### config.mk
export PLATFORM = sky130hd
export DESIGN_NAME = rv32i_test_monitor
export DESIGN_NICKNAME = d
export VERILOG_FILES = /design/src/rtl/rv32i_test_monitor_pkg.sv /design/src/rtl/rv32i_wb_shadow.sv /design/src/rtl/rv32i_test_monitor.sv
export SDC_FILE = /design/constraint.sdc
export NUM_CORES = 1
export LEC_CHECK = 0
export ABC_AREA = 1
export BUFFER_PORTS_ARGS = -buffer_cell sky130_fd_sc_hd__buf_2
export CORE_UTILIZATION = 25
export DETAILED_ROUTE_END_ITERATION = 8
export HOLD_SLACK_MARGIN = 0.03
export SYNTH_ARGS = -nofsm -noshare
export SYNTH_HDL_FRONTEND = slang
export SYNTH_SLANG_ARGS = --single-unit
### constraint.sdc
create_clock -name sys_clk_i -period 7.49 [get_ports sys_clk_i]
set_clock_uncertainty 0.05 [all_clocks]
set_input_delay 1.498 -clock sys_clk_i [delete_from_list [all_inputs] [get_ports sys_clk_i]]
set_output_delay 1.498 -clock sys_clk_i [all_outputs]
set_load 0.02 [all_outputs]
### src/rtl/rv32i_test_monitor_pkg.sv
// Shared definitions for the riscv-tests completion monitor: FSM encoding and
// the register indices the riscv-tests harness uses for its handshake.
package rv32i_test_monitor_pkg;

   typedef enum logic [1:0] {
      ST_IDLE   = 2'd0,
      ST_RUN    = 2'd1,
      ST_SETTLE = 2'd2,
      ST_DONE   = 2'd3
   } state_t;

   localparam logic [4:0] REG_TESTNUM = 5'd3;
   localparam logic [4:0] REG_DONE    = 5'd26;
   localparam logic [4:0] REG_RESULT  = 5'd27;

endpackage

### src/rtl/rv32i_wb_shadow.sv
// Shadows x3/x26/x27 from the register-file write port. The *_nxt outputs
// include a same-cycle write so the verdict can see a write landing on its sample cycle.
module rv32i_wb_shadow
   import rv32i_test_monitor_pkg::*;
(
   input  logic        sys_clk,
   input  logic        rst,
   input  logic        clr,
   input  logic        en,
   input  logic        wb_en,
   input  logic [4:0]  wb_rd,
   input  logic [31:0] wb_data,
   output logic [31:0] testnum_nxt,
   output logic [31:0] done_nxt,
   output logic [31:0] result_nxt
);

   logic [31:0] testnum_q;
   logic [31:0] done_q;
   logic [31:0] result_q;

   always_comb begin
      testnum_nxt = testnum_q;
      done_nxt    = done_q;
      result_nxt  = result_q;
      if (clr) begin
         testnum_nxt = '0;
         done_nxt    = '0;
         result_nxt  = '0;
      end else if (en && wb_en && (wb_rd != 5'd0)) begin
         case (wb_rd)
            REG_TESTNUM: testnum_nxt = wb_data;
            REG_DONE:    done_nxt    = wb_data;
            REG_RESULT:  result_nxt  = wb_data;
            default:     ;
         endcase
      end
   end

   always_ff @(posedge sys_clk or posedge rst) begin
      if (rst) begin
         testnum_q <= '0;
         done_q    <= '0;
         result_q  <= '0;
      end else begin
         testnum_q <= testnum_nxt;
         done_q    <= done_nxt;
         result_q  <= result_nxt;
      end
   end

endmodule

### src/rtl/rv32i_test_monitor.sv
// riscv-tests completion monitor: snoops core writebacks, waits a settle window
// after x26 goes non-zero, then latches a PASS/FAIL/TIMEOUT verdict.
//
//   state     | meaning
//   ----------+-----------------------------------------------------------
//   ST_IDLE   | out of reset, writebacks ignored
//   ST_RUN    | test running, shadows tracking, timeout armed
//   ST_SETTLE | x26 seen non-zero, letting trailing x3/x27 writes land
//   ST_DONE   | verdict held until next start_i
module rv32i_test_monitor
   import rv32i_test_monitor_pkg::*;
#(
   parameter int unsigned SETTLE_CYCLES  = 20,
   parameter int unsigned TIMEOUT_CYCLES = 100000,
   parameter logic [31:0] PASS_VALUE     = 32'd1
) (
   input  logic        sys_clk_i,
   input  logic        rst_i,
   input  logic        start_i,
   input  logic        wb_en_i,
   input  logic [4:0]  wb_rd_i,
   input  logic [31:0] wb_data_i,
   output logic        busy_o,
   output logic        done_o,
   output logic        pass_o,
   output logic        fail_o,
   output logic        timeout_o,
   output logic [31:0] fail_testnum_o,
   output logic [31:0] cycle_count_o
);

   localparam int unsigned  SW           = (SETTLE_CYCLES > 1) ? $clog2(SETTLE_CYCLES) : 1;
   localparam logic [SW-1:0] SETTLE_LOAD = SW'(SETTLE_CYCLES - 1);
   localparam logic [31:0]  TIMEOUT_LAST = 32'(TIMEOUT_CYCLES - 1);

   state_t        state;
   state_t        state_nxt;
   logic [31:0]   cycle_cnt;
   logic [SW-1:0] settle_cnt;
   logic [31:0]   testnum_nxt;
   logic [31:0]   done_nxt;
   logic [31:0]   result_nxt;
   logic          shadow_en;
   logic          trigger;
   logic          timeout_hit;
   logic          verdict_load;

   rv32i_wb_shadow u_shadow (
      .sys_clk     (sys_clk_i),
      .rst         (rst_i),
      .clr         (start_i),
      .en          (shadow_en),
      .wb_en       (wb_en_i),
      .wb_rd       (wb_rd_i),
      .wb_data     (wb_data_i),
      .testnum_nxt (testnum_nxt),
      .done_nxt    (done_nxt),
      .result_nxt  (result_nxt)
   );

   always_ff @(posedge sys_clk_i or posedge rst_i) begin
      if (rst_i) state <= ST_IDLE;
      else       state <= state_nxt;
   end

   // x26 shadow is always zero while in RUN, so a non-zero next value means a trigger write.
   always_comb begin
      state_nxt   = state;
      busy_o      = 1'b0;
      done_o      = 1'b0;
      shadow_en   = 1'b0;
      trigger     = 1'b0;
      timeout_hit = 1'b0;
      case (state)
         ST_IDLE: ;
         ST_RUN: begin
            busy_o    = 1'b1;
            shadow_en = 1'b1;
            if (done_nxt != 32'd0) begin
               trigger   = 1'b1;
               state_nxt = ST_SETTLE;
            end else if (cycle_cnt == TIMEOUT_LAST) begin
               timeout_hit = 1'b1;
               state_nxt   = ST_DONE;
            end
         end
         ST_SETTLE: begin
            busy_o    = 1'b1;
            shadow_en = 1'b1;
            if (settle_cnt == '0) state_nxt = ST_DONE;
         end
         ST_DONE: done_o = 1'b1;
         default: state_nxt = ST_IDLE;
      endcase
      if (start_i) state_nxt = ST_RUN;
      verdict_load = (state != ST_DONE) && (state_nxt == ST_DONE);
   end

   always_ff @(posedge sys_clk_i or posedge rst_i) begin
      if (rst_i) begin
         cycle_cnt      <= '0;
         settle_cnt     <= '0;
         pass_o         <= 1'b0;
         fail_o         <= 1'b0;
         timeout_o      <= 1'b0;
         fail_testnum_o <= '0;
      end else if (start_i) begin
         // start cycle counts as cycle 0, so the first RUN cycle reads 1
         cycle_cnt      <= 32'd1;
         settle_cnt     <= '0;
         pass_o         <= 1'b0;
         fail_o         <= 1'b0;
         timeout_o      <= 1'b0;
         fail_testnum_o <= '0;
      end else begin
         if (busy_o && (cycle_cnt != '1)) cycle_cnt <= cycle_cnt + 32'd1;
         if (trigger)                 settle_cnt <= SETTLE_LOAD;
         else if (settle_cnt != '0)   settle_cnt <= settle_cnt - SW'(1);
         if (verdict_load) begin
            if (timeout_hit) begin
               timeout_o      <= 1'b1;
               fail_testnum_o <= testnum_nxt;
            end else if (result_nxt == PASS_VALUE) begin
               pass_o         <= 1'b1;
               fail_testnum_o <= '0;
            end else begin
               fail_o         <= 1'b1;
               fail_testnum_o <= testnum_nxt;
            end
         end
      end
   end

   assign cycle_count_o = cycle_cnt;

endmodule
Word-level counts from Yosys, hierarchy flattened. Cells that the tools add are included.

Bits in registers: 170. Input bits: 41. Output and inout bits: 69. Logic and storage cells: 83.

Add/sub/neg operators: 2. Eq/ne operators: 13. Mux-type cells: 41. Reductions and logical operators: 17.

Operators with widths (number): 32-bit two-way mux (15); 32-bit by 1-bit adder with 32-bit output (second input constant) (1); 32-bit by 1-bit equality test with 1-bit output (second input constant) (1); 32-bit by 17-bit equality test with 1-bit output (second input constant) (1); 32-bit != test (second input constant) (1); 32-bit nonzero test (1); 1-bit two-way mux (18); 5-bit two-way mux (3); 5-bit equality test (second input constant) (2); 5-bit nonzero test (2); 2-bit two-way mux (4); 2-bit nonzero test (4); 2-bit equality test (second input constant) (3); 2-bit != test (second input constant) (3); 3-bit AND reduction (2); 5-bit by 2-bit equality test with 1-bit output (second input constant) (1); 5-bit zero test (1); 5-bit by 1-bit subtractor with 5-bit output (second input constant) (1); 1-bit logical AND (4); 2-bit one-hot mux with 2 select lines (1); 3-bit nonzero test (1); 2-bit by 1-bit equality test with 1-bit output (second input constant) (1); 2-bit AND reduction (1); 2-bit OR reduction (1).

Logic depth before layout (Yosys ltp). Gate-level depths: netlist (run 1).

Depth after elaboration: 15. Depth in mapped cells: 22. Gate-level depth less buffers: 20.

Modules after synthesis. Synthesis (run 1) repeated with hierarchy kept, for this count alone.

Cell total of the unflattened synthesis: 1220. Area total of the unflattened synthesis: 8932.3 µm².

Modules (own cells, without submodules): rv32i_wb_shadow (instances 1, cells an instance 600, area an instance 4545.6 µm², seq. area each 2402.3 µm²); rv32i_test_monitor (instances 1, cells an instance 620, area an instance 4386.7 µm², seq. area each 1851.8 µm²).

Worst setup path after synthesis (run 1). No wires, ideal clock.

Path type: input to register. From: in start_i. To: reg fail_testnum_o[0]. Library setup time: 0.117 ns. Data arrival time: 3.157 ns. Required time: 7.323 ns. Setup slack: 4.166 ns. Stages: 17. Path buffers: 3. Path through: buf_2 > inv_2 > buf_1 > nand3_1 > nand2_1 > nor2_1 > nand2_1 > nor2_2 > nand2_1 > nand2_2 > nand2_1 > nand2_2 > nor2_4 > nand2_8 > buf_2 > nand3_1 > nand2_1.

Longest elaborated chain between the ends: 8. Elaborated cells between the ends (all ways): 17. Those cells by class: eq/ne (2); mux (12); reduce/logical (3).

RTL lines: start: declaration (RTL line rv32i_test_monitor.sv:19) `input logic start_i,`; 32-bit two-way mux (RTL line rv32i_wb_shadow.sv:26) `if (clr) begin`; 32-bit nonzero test (RTL line rv32i_test_monitor.sv:79) `if (done_nxt != 32'd0) begin`; 2-bit two-way mux (RTL line rv32i_test_monitor.sv:79); 2-bit one-hot mux with 2 select lines (RTL line rv32i_test_monitor.sv:74) `case (state)`; 2-bit two-way mux (RTL line rv32i_test_monitor.sv:95) `if (start_i) state_nxt = ST_RUN;`; 2-bit equality test (RTL line rv32i_test_monitor.sv:96) `verdict_load = (state != ST_DONE) && (state_nxt == ST_DONE);`; 1-bit logical AND (RTL line rv32i_test_monitor.sv:96); 2-bit nonzero test (no source line); end signal: assignment (RTL line rv32i_test_monitor.sv:122) `fail_testnum_o <= testnum_nxt;`; end signal: assignment (RTL line rv32i_test_monitor.sv:128) `fail_testnum_o <= testnum_nxt;`; end: declaration (RTL line rv32i_test_monitor.sv:28) `output logic [31:0] fail_testnum_o,`.

Several ways; a longest one is shown, not always the timed one. The select of a mux whose other input is x is not followed. A chain may end at the register's enable or synchronous reset.

Worst setup path after layout (run 1).
From: in wb_rd_i[3]. To: reg pass_o.

Elaborated cells between the ends (all ways): 23. Those cells by class: eq/ne (5); mux (11); reduce/logical (7).

RTL lines: start: declaration (RTL line rv32i_test_monitor.sv:21) `input logic [4:0] wb_rd_i,`; 5-bit equality test / 5-bit nonzero test (equally long branches) (RTL line rv32i_wb_shadow.sv:31, rv32i_wb_shadow.sv:30); 32-bit two-way mux / 1-bit logical AND (equally long branches) (RTL line rv32i_wb_shadow.sv:31, rv32i_wb_shadow.sv:30); 32-bit two-way mux * (RTL line rv32i_wb_shadow.sv:30) `end else if (en && wb_en && (wb_rd != 5'd0)) begin`; 32-bit two-way mux * (RTL line rv32i_wb_shadow.sv:26); net result_nxt[0] (RTL line rv32i_test_monitor.sv:42) `logic [31:0] result_nxt;`; 32-bit by 1-bit equality test with 1-bit output * (RTL line rv32i_test_monitor.sv:123) `end else if (result_nxt == PASS_VALUE) begin`; 2-bit nonzero test (no source line) *; 3-bit AND reduction (no source line) *; end signal: assignment (RTL line rv32i_test_monitor.sv:103) `pass_o <= 1'b0;`; end signal: assignment (RTL line rv32i_test_monitor.sv:111) `pass_o <= 1'b0;`; end signal: assignment (RTL line rv32i_test_monitor.sv:124) `pass_o <= 1'b1;`; end: declaration (RTL line rv32i_test_monitor.sv:25) `output logic pass_o,`.

The timed path passes the listed nets; every way through them passes the cells marked *.

==> out/metrics.yaml, run 1 <==
critical_path:
  cp_cell_sequence: "buf_2 -> nand2_2 -> nor2_8 -> nand2_4 -> inv_2 -> o21ai_0 -> a21oi_1 -> nand2_1 -> nor2_1 -> nand3_1 -> nor2_2 -> nand3_2 -> nor2_4 -> nand3_1 -> a21oi_1"
  critical_path_class: "primary input to register"
  crit_start: "wb_rd_i[3]"
  crit-reg2reg-launch: "state[0]"
  cpPeakStageDelay_ns: 0.78
  cp-end-kind: "register"
  r2r.worst_path.cells: 17
  cp_data_arrival_time_ns: 4.82
  critPathSlowestCell: "nor2_4"
  rr_endpoint: "pass_o"
  r2r_setup_slack_ns: 3.41
  crit_fanout: 43
  crit_required_ns: 7.79
  endpoint: "pass_o"
  critPathLaunchType: "primary input"
floorplanning:
  core_um2: 34540
  die_w_um: 189.5
  initial_core_util: 0.2545
  dieArea_um2: 35920
  die_h_um: 189.5
  io_pins: 110
  rows: 68
yosys:
  synth.avg_cell_area_um2: 7.821
  synthArstFlopShare: 1.000
  syn_inst: 1124
  yosysSeqAreaShare: 0.4839
  synth_nets: 1172
  synth-edff-count: 0
  yosysWarnings: 0
  netlist.area_leader.share: 0.4839
  yosysMostFrequentCell: "inv_1"
  synth_seq_cells: 170
  synth_top_cell_by_area: "dfrtp_1"
  synth_common_cells: "201 x inv_1, 200 x nand2_1, 170 x dfrtp_1"
  ys.flop_type: "dfrtp_1"
  syn_area_um2: 8791
  synth_area_leaders: "dfrtp_1 48%, inv_1 8.6%, nand2_1 8.5%, nor2_1 6.1%, nand3_1 5.1%"
  yosysUniqueCellTypes: 35
finish:
  drive_gt1_frac: 0.1582
  nNetsFinal: 1255
  fin_area_um2: 10290
  post-route-util: 0.2979
  syn2layout_area_growth_pct: 17.05
  finalNonFillerCells: 1676
global_routing:
  grt_pass1_vias: 6874
  grtUsageTotal: 0.1345
  grt_pass1_wl_um: 37990
  antenna_found_initial: 1
  grt_overflow: 0
  grt_max_degree: 79
clock_tree:
  cts_hold_buf: 0
  cts_buffers: 17
  clockBufferDepth: 2
  cts_root_buf: "clkbuf_16"
  post_cts_buffers: 0
  tritoncts: "yes"
  cts_resized: 0
  htreeDepth: 4
  clkTransAtPathRegs_ns: 0.07
  cts.sinks: 170
  clk-insertion-delay-late_ns: 0.43
sta:
  rsz0062_at_grt: "false"
  finalCriticalPeriod_ns: 4.516
  tns_ns: 0
  slew_viol_final: 0
  fin_crit_sh: 0.6029
  worst_slack_ns: 2.974
  slew_headroom: 0.2529
  setup_violations: 0
  worst_hold_slack_ns: 0.4567
  tightest_slew_ns: 1.118
  fmax_ghz: 0.2214
  hold_viol: 0
route:
  avgRoutedWirePerCell_um: 14.19
  drc_errors: 0
  vias: 7301
  drt-pass1-iter-count: 5
  wl_um: 23790
  antenna_left: 0
  viasPerCell: 4.356
  drt_iter0_markers: 590
placement:
  dp.final_hpwl_um: 16800
  port_buffers: 109
  placed_cell_area_um2: 9666
  dp_slack_ns: 2.563
  place_inst: 1643
  gp_congestion: 0.8409
pwr:
  power_leakage_nw: 5.817
  p_per_area_nw_per_um2: 229.6
  design_power_total_mw: 2.362
  ir_drop_uv: 162.3
run_status:
  status: "completed"
min_path:
  worstHoldPathType: "register to register"
run:
  maxCapViolCount: 0
[power breakdown]
part	switching (mW)	leakage (nW)	internal (mW)
clock network	0.399	0.304	0.530
logic	0.319	3.16	0.127
registers	0.0297	2.36	0.958
[worst min-delay path by stage]
stage / endpoint / start / slack, ns / cells past startpoint
final: fail_testnum_o[28] / fail_testnum_o[28] / 0.46 / 2
after global routing: fail_testnum_o[26] / fail_testnum_o[26] / 0.48 / 2
after CTS: fail_testnum_o[28] / fail_testnum_o[28] / 0.46 / 2
after detailed placement: fail_testnum_o[28] / fail_testnum_o[28] / 0.44 / 2
after global placement: fail_testnum_o[27] / fail_testnum_o[27] / 0.44 / 2
after floorplan: settle_cnt[2] / settle_cnt[2] / 0.42 / 1
[critical path, delay by kind of cell]
family / cells / cell delay (ns)
simple gates: 10 / 2.28
buf+inv: 2 / 0.46
compound gates: 3 / 0.51
[layer usage]
| layer | vias to the layer above | track usage | share of wire |
|---|---|---|---|
| met3 | 27 | 0.03689 | 0.056 |
| met5 | - | 0 | 0 |
| li1 | 3671 | - | - |
| met4 | 0 | 0.05397 | 0.026 |
| met1 | 3452 | 0.1819 | 0.48 |
| met2 | 151 | 0.2015 | 0.44 |
[cells in the final DEF (no fill, tap or decap), drive strengths merged, types with 14 or more instances in the layout]
cell | synthesis | routed
nand2 | 208 | 208
inv | 204 | 208
nor2 | 172 | 172
dfrtp | 170 | 170
buf | 34 | 113
nand3 | 92 | 92
nor3 | 53 | 53
nand3b | 41 | 41
a21oi | 31 | 31
o21ai | 24 | 24
or2 | 20 | 20
clkbuf | 15 | 20
o211ai | 15 | 15
nand4 | 14 | 14
[cell families (layout without fill, tap and decap cells)]
kind of cell	after synthesis	count (layout)	share of synthesized area
adder cells (fa/ha/maj)	7	7	0.009963
flip-flops	170	170	0.4839
other	0	1	0
XOR/XNOR	2	2	0.001993
AND/OR/NAND/NOR	613	613	0.3342
buffers and inverters	253	349	0.1186
AO/OA/AOI/OAI	79	79	0.05138
[state kept, by name, indices dropped and copies added, names as in the netlist]
signal and flops:
fail_o 1, u_shadow.done_q 32, state 2, cycle_count_o 32, timeout_o 1, pass_o 1
u_shadow.testnum_q 32, fail_testnum_o 32, u_shadow.result_q 32, settle_cnt 5
[final cells by class]
type / instances / area [um2]
Sequential cell: 170 / 4254
Inverter: 204 / 772.0
Timing Repair Buffer: 113 / 575.6
Antenna cell: 1 / 2.502
Clock inverter: 12 / 155.1
Clock buffer: 20 / 466.7
Tap cell: 455 / 569.3
Multi-Input combinational cell: 701 / 3495
Fill cell: 3779 / 24250
Power figures use the tool's default switching activity.
==> run 2: changes to the inputs <==
--- a/config.mk
+++ b/config.mk
@@ -5,7 +5,7 @@
 export SDC_FILE = /design/constraint.sdc
 export NUM_CORES = 1
 export LEC_CHECK = 0
-export ABC_AREA = 1
+export ABC_AREA = 0
 export BUFFER_PORTS_ARGS = -buffer_cell sky130_fd_sc_hd__buf_2
 export CORE_UTILIZATION = 25
 export DETAILED_ROUTE_END_ITERATION = 8
==> constraint.sdc (replaced) <==
create_clock -name sys_clk_i -period 4.2 [get_ports sys_clk_i]
set_clock_uncertainty 0.05 [all_clocks]
set_input_delay 0.84 -clock sys_clk_i [delete_from_list [all_inputs] [get_ports sys_clk_i]]
set_output_delay 0.84 -clock sys_clk_i [all_outputs]
set_load 0.02 [all_outputs]
==> run 2 against run 1 <==
Net effect:
- the flow now finishes with violations (DRC)
- count of clock-buffer cells in the layout unchanged
- critical path depth decreased by 6
- sequential power increased by 77%
- global-route usage increased by 0.99 points
- setup slack got worse by 2.2 ns
- routed wire length decreased by 2.7%
- non-clock buffer count increased by 10
- synthesized cell count decreased by 22%
- utilization increased by 0.42 points
- clock power increased by 58%
- largest cell class unchanged
- highest routed layer unchanged
==> out/metrics.yaml, run 2 <==
route:
  avgRoutedWirePerCell_um: 16.82  # +19%
  viasPerCell: 4.930  # +13%
  antenna_left: 0  # unchanged
  drc_errors: 2  # +2
  vias: 6784  # -7.1%
  wl_um: 23150  # -2.7%
  drt-pass1-iter-count: 7  # +2
  drt_iter0_markers: 612  # +3.7%
sta:
  slew_viol_final: 0  # unchanged
  slew_headroom: 0.3157  # +0.06273
  worst_hold_slack_ns: 0.4330  # -0.02368 ns
  setup_violations: 0  # unchanged
  tns_ns: 0  # unchanged
  fmax_ghz: 0.2893
  rsz0062_at_grt: "false"
  fin_crit_sh: 0.8229
  hold_viol: 0  # unchanged
  finalCriticalPeriod_ns: 3.456
  tightest_slew_ns: 1.012  # -0.1057 ns
run_status:
  status: "complete, but fails checks"
  violations: "DRC"
yosys:
  synth_common_cells: "243 x nand2_1, 170 x dfrtp_1, 113 x a21oi_1"
  ys.flop_type: "dfrtp_1"
  synth_seq_cells: 170  # unchanged
  synth.avg_cell_area_um2: 9.137  # +17%
  yosysSeqAreaShare: 0.5321  # +0.04816
  yosysUniqueCellTypes: 51  # +46%
  synthArstFlopShare: 1.000  # unchanged
  synth_nets: 923  # -21%
  yosysMostFrequentCell: "nand2_1"
  yosysWarnings: 0  # unchanged
  synth_area_leaders: "dfrtp_1 53%, nand2_1 11%, a21oi_1 7.1%, mux2i_1 4.3%, clkbuf_1 2.4%"
  syn_inst: 875  # -22%
  netlist.area_leader.share: 0.5321  # +0.04816
  syn_area_um2: 7995  # -9.1%
  synth_top_cell_by_area: "dfrtp_1"
  synth-edff-count: 0  # unchanged
placement:
  port_buffers: 109  # unchanged
  placed_cell_area_um2: 8970  # -7.2%
  gp_congestion: 0.8339  # -0.83%
  dp.final_hpwl_um: 16130  # -4.0%
clock_tree:
  cts_buffers: 17  # unchanged
  cts_root_buf: "clkbuf_16"
  tritoncts: "yes"
  clkTransAtPathRegs_ns: 0.07  # about the same
  cts.sinks: 170  # unchanged
  htreeDepth: 4  # unchanged
  clockBufferDepth: 2  # unchanged
  post_cts_buffers: 0  # unchanged
  clk-insertion-delay-late_ns: 0.43  # about the same
  cts_hold_buf: 0  # unchanged
  cts_resized: 0  # unchanged
floorplanning:
  io_pins: 110  # unchanged
  die_h_um: 180.8  # -4.6%
  dieArea_um2: 32700  # -9.0%
  core_um2: 31470  # -8.9%
  initial_core_util: 0.2540  # -0.0004664
  rows: 65  # -4.4%
  die_w_um: 180.8  # -4.6%
critical_path:
  cpPeakStageDelay_ns: 0.59  # -0.19 ns
  cp-end-kind: "register"
  critPathSlowestCell: "o22ai_4"
  r2r.worst_path.cells: 9  # -8
  crit_required_ns: 4.50  # -3.29 ns
  cp_data_arrival_time_ns: 3.76  # -1.06 ns
  cp_cell_sequence: "inv_1 -> ha_1 -> and4bb_4 -> nand4b_4 -> or4_4 -> and3_1 -> o22ai_4 -> buf_12 -> mux2i_1"
  crit_fanout: 20  # -53%
  critical_path_class: "register to register"
  critPathLaunchType: "register"
pwr:
  ir_drop_uv: 284.9  # +76%
  clkPwrFrac: 0.368  # -0.025
  power_leakage_nw: 4.317  # -26%
  p_sw_frac: 0.3081  # -0.008354
  p_per_area_nw_per_um2: 420.3  # +83%
  intPower_mw: 2.766  # +71%
  p_comb_frac: 0.195  # +0.006
  design_power_total_mw: 3.997  # +69%
  seqPwrFrac: 0.437  # +0.019
  p_switching_mw: 1.231  # +65%
finish:
  final_cell_mix: "243 x nand2_1, 170 x dfrtp_1, 113 x a21oi_1"
  syn2layout_area_growth_pct: 18.94
  fillers: 3312  # -12%
  fin_area_um2: 9509  # -7.6%
  post-route-util: 0.3021  # +0.004242
  ff_latch_area_um2: 4254  # unchanged
  mostFrequentLayoutCell: "nand2_1"
  drive_gt1_frac: 0.1686  # +0.01035
  nNetsFinal: 1009  # -20%
  multi_input_area_um2: 3482  # -0.36%
global_routing:
  antenna_found_initial: 1  # unchanged
  grtUsageTotal: 0.1444  # +0.009910
  grt_overflow: 0  # unchanged
  grt_pass1_wl_um: 37210  # -2.1%
  grt_pass1_vias: 6576  # -4.3%
  grt_max_degree: 171  # +120%
min_path:
  worstHoldPathType: "register to register"
  hold_depth: 2  # unchanged
run:
  maxCapViolCount: 0  # unchanged
==> run 2: cell type report <==
cell class / instances / share of cell area
Sequential cell: 170 / 0.4474
Multi-Input combinational cell: 636 / 0.3662
Timing Repair Buffer: 123 / 0.07132
Tap cell: 402 / 0.05289
Clock buffer: 20 / 0.04697
Clock inverter: 11 / 0.009474
Inverter: 13 / 0.005526
Antenna cell: 1 / 0.0002632
==> run 2: cell families after synthesis <==
logic type / Yosys count / share of synthesized area
AO/OA/AOI/OAI: 177 / 0.1218
XOR/XNOR: 19 / 0.02081
adder cells (fa/ha/maj): 7 / 0.01095
buffers and inverters: 69 / 0.03631
flip-flops: 170 / 0.5321
multiplexers: 37 / 0.04679
AND/OR/NAND/NOR: 396 / 0.2313
==> run 2: per-stage QoR <==
stage / instances / worst slack [ns]
3_3_place_gp: 1344 / 0.5634
6_report: 1376 / 0.7437
3_5_place_dp: 1344 / 0.4589
5_1_grt: 1376 / 0.5892
4_1_cts: 1375 / 0.7245
2_1_floorplan: 875 / 1.141
==> run 2: path summary, 6_finish.rpt <==
path                            from            endpoint  slack [ns]
max in group asynchronous      rst_i  fail_testnum_o[18]        2.78
hold reg to reg            timeout_o           timeout_o        0.43
setup reg to reg            state[0]  fail_testnum_o[25]        0.74
min in group asynchronous      rst_i   cycle_count_o[21]        0.61
hold / removal             timeout_o           timeout_o        0.43
setup / recovery            state[0]  fail_testnum_o[25]        0.74
==> run 2: worst max-delay path, delay by kind of cell, from the launching register on <==
family	cells	cell delay, ns
buffers and inverters	2	0.37
adder cells (fa/ha/maj)	1	0.36
AND/OR/NAND/NOR	4	1.34
multiplexers	1	0.22
AO/OA/AOI/OAI	1	0.59
flip-flops	1	0.43
==> run 2: power groups by stage <==
stage | clock network, mW | registers, mW | logic (mW)
floorplan | 0 | 1.79 | 0.533
global placement | 0 | 1.77 | 0.762
detailed placement | 0 | 1.78 | 0.773
CTS | 1.52 | 1.75 | 0.778
global route | 1.58 | 1.75 | 0.860
finish | 1.47 | 1.75 | 0.779
==> run 2: layer usage <==
metal  up-vias  wire length (um)  track usage
met2       203             10960       0.2253
met1      3360             10560       0.1987
met3        14              1452      0.03749
met4         0               177      0.03419
li1       3207                 -            -
met5         -                 0            0
